`src/rtl/enc8_pkg.sv`:
```
// Shared types and helpers for the 8-bit sequential set-bit encoder.
// Scan order is chosen at build time by ENC8_PRIO_HIGH_EN (see enc8_prio).
package enc8_pkg;

    localparam int VEC_W = 8;
    localparam int IDX_W = 3;
    localparam int CNT_W = 4;

    typedef enum logic {
        IDLE = 1'b0,
        SCAN = 1'b1
    } state_e;

    function automatic logic [CNT_W-1:0] popcnt(input logic [VEC_W-1:0] v);
        logic [CNT_W-1:0] c;
        c = '0;
        for (int i = 0; i < VEC_W; i++) begin
            c = c + CNT_W'(v[i]);
        end
        return c;
    endfunction

    // True for zero or exactly one set bit.
    function automatic logic onehot0(input logic [VEC_W-1:0] v);
        return (v & (v - VEC_W'(1))) == '0;
    endfunction

endpackage

```
`src/rtl/enc8_prio.sv`:
```
// Combinational 8-to-3 priority encoder.
// ENC8_PRIO_HIGH_EN selects highest-bit-first; default is lowest-bit-first.
module enc8_prio
    import enc8_pkg::*;
(
    input  logic [VEC_W-1:0] vec_i,
    output logic [IDX_W-1:0] idx_o,
    output logic             any_o
);

    always_comb begin
        idx_o = '0;
`ifdef ENC8_PRIO_HIGH_EN
        for (int i = 0; i < VEC_W; i++) begin
            if (vec_i[i]) idx_o = IDX_W'(i);
        end
`else
        for (int i = VEC_W - 1; i >= 0; i--) begin
            if (vec_i[i]) idx_o = IDX_W'(i);
        end
`endif
        any_o = |vec_i;
    end

endmodule

```
`src/rtl/enc8_seq.sv`:
```
// Sequential set-bit encoder: captures an 8-bit vector, emits one beat per set bit.
// Scan order follows ENC8_PRIO_HIGH_EN (highest first when defined).
module enc8_seq
    import enc8_pkg::*;
(
    input  logic             clk,
    input  logic             rst,
    input  logic             in_valid,
    output logic             in_ready,
    input  logic [VEC_W-1:0] in_vec,
    output logic             out_valid,
    input  logic             out_ready,
    output logic [IDX_W-1:0] out_idx,
    output logic             out_last,
    output logic             out_zero,
    output logic [CNT_W-1:0] out_cnt
);

    state_e           state_q, state_d;
    logic [VEC_W-1:0] vec_q, vec_d;
    logic             valid_q, valid_d;
    logic [IDX_W-1:0] idx_q, idx_d;
    logic             last_q, last_d;
    logic             zero_q, zero_d;
    logic [CNT_W-1:0] cnt_q, cnt_d;

    logic [VEC_W-1:0] nxt_vec;
    logic [VEC_W-1:0] clr_mask;
    logic [IDX_W-1:0] enc_idx;
    logic             enc_any;

    // Encoder looks at the vector as it will be next cycle
    always_comb begin
        clr_mask        = '0;
        clr_mask[idx_q] = 1'b1;
        if (state_q == IDLE) nxt_vec = in_vec;
        else                 nxt_vec = vec_q & ~clr_mask;
    end

    enc8_prio u_prio (
        .vec_i (nxt_vec),
        .idx_o (enc_idx),
        .any_o (enc_any)
    );

    always_comb begin
        state_d = state_q;
        vec_d   = vec_q;
        valid_d = valid_q;
        idx_d   = idx_q;
        last_d  = last_q;
        zero_d  = zero_q;
        cnt_d   = cnt_q;
        unique case (state_q)
            IDLE: begin
                if (in_valid) begin
                    state_d = SCAN;
                    vec_d   = nxt_vec;
                    valid_d = 1'b1;
                    idx_d   = enc_idx;
                    last_d  = onehot0(nxt_vec);
                    zero_d  = !enc_any;
                    cnt_d   = popcnt(nxt_vec);
                end
            end
            SCAN: begin
                if (out_ready) begin
                    if (last_q) begin
                        state_d = IDLE;
                        vec_d   = '0;
                        valid_d = 1'b0;
                        last_d  = 1'b0;
                    end else begin
                        vec_d   = nxt_vec;
                        idx_d   = enc_idx;
                        last_d  = onehot0(nxt_vec);
                    end
                end
            end
            default: state_d = IDLE;
        endcase
    end

    always_ff @(posedge clk) begin
        if (rst) begin
            state_q <= IDLE;
            vec_q   <= '0;
            valid_q <= 1'b0;
            idx_q   <= '0;
            last_q  <= 1'b0;
            zero_q  <= 1'b0;
            cnt_q   <= '0;
        end else begin
            state_q <= state_d;
            vec_q   <= vec_d;
            valid_q <= valid_d;
            idx_q   <= idx_d;
            last_q  <= last_d;
            zero_q  <= zero_d;
            cnt_q   <= cnt_d;
        end
    end

    assign in_ready  = (state_q == IDLE);
    assign out_valid = valid_q;
    assign out_idx   = idx_q;
    assign out_last  = last_q;
    assign out_zero  = zero_q;
    assign out_cnt   = cnt_q;

endmodule

```
`config.mk`:
```
export PLATFORM = sky130hd
export DESIGN_NAME = enc8_seq
export DESIGN_NICKNAME = d
export VERILOG_FILES = /design/src/rtl/enc8_pkg.sv /design/src/rtl/enc8_prio.sv /design/src/rtl/enc8_seq.sv
export SDC_FILE = /design/constraint.sdc
export NUM_CORES = 1
export LEC_CHECK = 0
export CELL_PAD_IN_SITES_DETAIL_PLACEMENT = 1
export CELL_PAD_IN_SITES_GLOBAL_PLACEMENT = 2
export CORE_MARGIN = 3
export CORE_UTILIZATION = 30
export CTS_CLUSTER_SIZE = 28
export DETAILED_ROUTE_END_ITERATION = 8
export GPL_TIMING_DRIVEN = 0
export PLACE_DENSITY = 0.77
export SLEW_MARGIN = 25
export SYNTH_ARGS = -nofsm -noshare
export SYNTH_HDL_FRONTEND = slang
export SYNTH_SLANG_ARGS = --single-unit
```
`constraint.sdc`:
```
create_clock -name clk -period 5.41 [get_ports clk]
set_input_delay 1.623 -clock clk [delete_from_list [all_inputs] [get_ports clk]]
set_output_delay 1.623 -clock clk [all_outputs]
set_load 0.02 [all_outputs]
```
==> impl_metrics.ini <==
[die]
die_h_um = 70.6
rows = 22
fp.dieW_um = 70.6
initial_core_util = 0.327
die_area_um2 = 4990
io_pins = 23
coreArea_um2 = 3830

[layout]
synthToLayoutAreaGrowth_pct = 26.0
nets = 202
stdcell_area_um2 = 1580
layout_common_cells = clkdlybuf4s50_1 (22), nand2_1 (19), nor2_1 (19), dfxtp_1 (19), a21oi_1 (11)
drive_above_1_share = 0.0879
antenna_cells = 0
final_common_cell = clkdlybuf4s50_1
nFillCells = 451

[timing]
tns_ps = 0
rsz0062_at_grt = no
final_hold_viol_count = 0
final-max-slew-violation-count = 0
tightest_slew_ps = 725
timing.hold.ws_ps = 464
fin_crit_ps = 4990
max_freq_mhz = 201
post-route-period-util = 0.922
clock_skew_ps = 3.51
final-setup-viol-count = 0
timing.slew.headroom = 0.515

[power_and_ir_drop]
power_leakage_nw = 0.597
vdd.ir_drop.worst_v = 0.000124
p_total_uw = 437
p_per_area_nw_per_um2 = 277

[synthesis]
yosysTopAreaCell = dfxtp_1
syn_inst = 156
ys_warn_count = 0
synth_edf_count = 0
netlist_area_um2 = 1250
yosysTopAreaCellShare = 0.304
synth_area_leaders = dfxtp_1 (30%), nand2_1 (5.7%), nor2_1 (5.7%)
ys_types = 40
ys.flop_type = dfxtp_1
async_reset_ff_frac = 0
ys_seq_area_frac = 0.304
syn_avg_cell_area_um2 = 8.03
ys_ff_latch = 19
syn_nets = 175

[clock_network]
clock_sinks = 19
insertion_delay_ps = 260
post_cts_buffers = 0
cts_hold_buf = 0
cts_buffers = 3
ctsLongestPathBuffers = 2
cts_tree = built
htree_num_levels = 1
clock-root-buffer = clkbuf_8
cts.repair.resized = 0
clkSlewWorstSetupHoldPaths_ps = 80

[route]
drtPass1Iterations = 4
drt_iter0_drc = 49
ant_nets = 0
wl_per_cell_um = 16.5
vias = 1221
viasPerCell = 5.31
wirelength_um = 3800
drc_errors = 0

[grt]
antenna_found_initial = 0
grt_pass1_wl_um = 6590
first_global_vias = 1356
use_met2 = 0.292
grt-ovfl-total = 0
met1_usage = 0.207
grt_max_degree = 11
grt.busiest_layer = met2
grt_use_met3 = 0.0213
gr-usage-all-layers = 0.166

[place]
placed_area_um2 = 1530
place_congestion = 0.802
portBuffers = 22
dpl.hpwl_um = 2880

[setup_path]
crit_required_ps = 5610
end_kind = register
crit_path_max_fanout = 4
cp-start-kind = input pin
crit_type = input pin to register
r2r_setup_slack_ps = 1420
worstPathArrival_ps = 5180

[run]
maxCapViolations = 0

[run_status]
status = completed

[worst_hold_path]
hold_path_class = register to register
[metrics by stage]
stage | util | worst slack, ps | cells
global route | 0.412 | 123 | 230
CTS | 0.412 | 363 | 230
global placement | 0.401 | 217 | 226
floorplan | - | 859 | 156
finish | 0.412 | 423 | 230
detailed placement | 0.401 | 103 | 226
[where the power goes]
part | switching [mW] | internal, mW
Combinational | 0.0960 | 0.0744
Sequential | 0.00919 | 0.153
Clock | 0.0520 | 0.0525
[worst paths after layout]
path | endpoint | start | cells after the start
min | out_cnt[2] | out_cnt[2] | 2
min reg2reg | out_cnt[2] | out_cnt[2] | 2
max reg2reg | out_cnt[2] | out_idx[0] | 15
max | out_cnt[2] | in_vec[0] | 15
[state kept, by name, indices dropped and copies added, names as in the netlist]
| register | count |
|---|---|
| out_idx | 3 |
| out_zero | 1 |
| vec_q | 8 |
| out_cnt | 4 |
| state_q | 1 |
| out_last | 1 |
| out_valid | 1 |
[kinds of logic (layout without fill, tap and decap cells)]
group	count (synthesis)	in the layout	share of synthesized area
AOI/OAI and AO/OA	42	42	0.232
buffers and inverters	18	44	0.0739
xor gates and xnor gates	2	2	0.0140
DFF	19	19	0.304
muxes	2	2	0.0160
adders and majority gates	7	7	0.0879
and+or+nand+nor	66	66	0.273
[final cells by class]
| type | count | area [µm²] | area share |
|---|---|---|---|
| multi-input combinational | 119 | 779 | 0.494 |
| timing repair buffer | 22 | 220 | 0.140 |
| clock buffer | 4 | 45.0 | 0.0285 |
| inverter | 9 | 33.8 | 0.0214 |
| buffer | 9 | 58.8 | 0.0373 |
| sequential | 19 | 380 | 0.241 |
| tap | 48 | 60.1 | 0.0381 |
[worst max-delay path, stage by stage]
cell	delay, ps
clkdlybuf4s50_1	460
nor2b_1	240
a21oi_2	90
inv_1	160
ha_1	280
xnor2_1	170
fa_1	550
inv_1	60
fa_1	540
ha_1	180
inv_1	70
fa_1	380
xnor2_1	150
nand2_1	80
a21oi_1	160
[Yosys cell counts, types with 3 or more instances]
master and instances:
inv_1 8, a21oi_1 11, fa_1 3, nor2b_1 8, a211oi_1 7, ha_1 4
nand3_1 7, nand3b_1 3, a31oi_1 9, buf_6 3, o21ai_0 3, clkbuf_1 4
nor2_1 19, dfxtp_1 19, nand2_1 19
[routing by layer]
layer | share of wire | up-vias
li1 | - | 607
met1 | 0.47 | 585
met2 | 0.49 | 22
met3 | 0.028 | 7
met4 | 0.021 | 0
met5 | 0 | -
No activity file was read; power rests on OpenSTA's default activity.
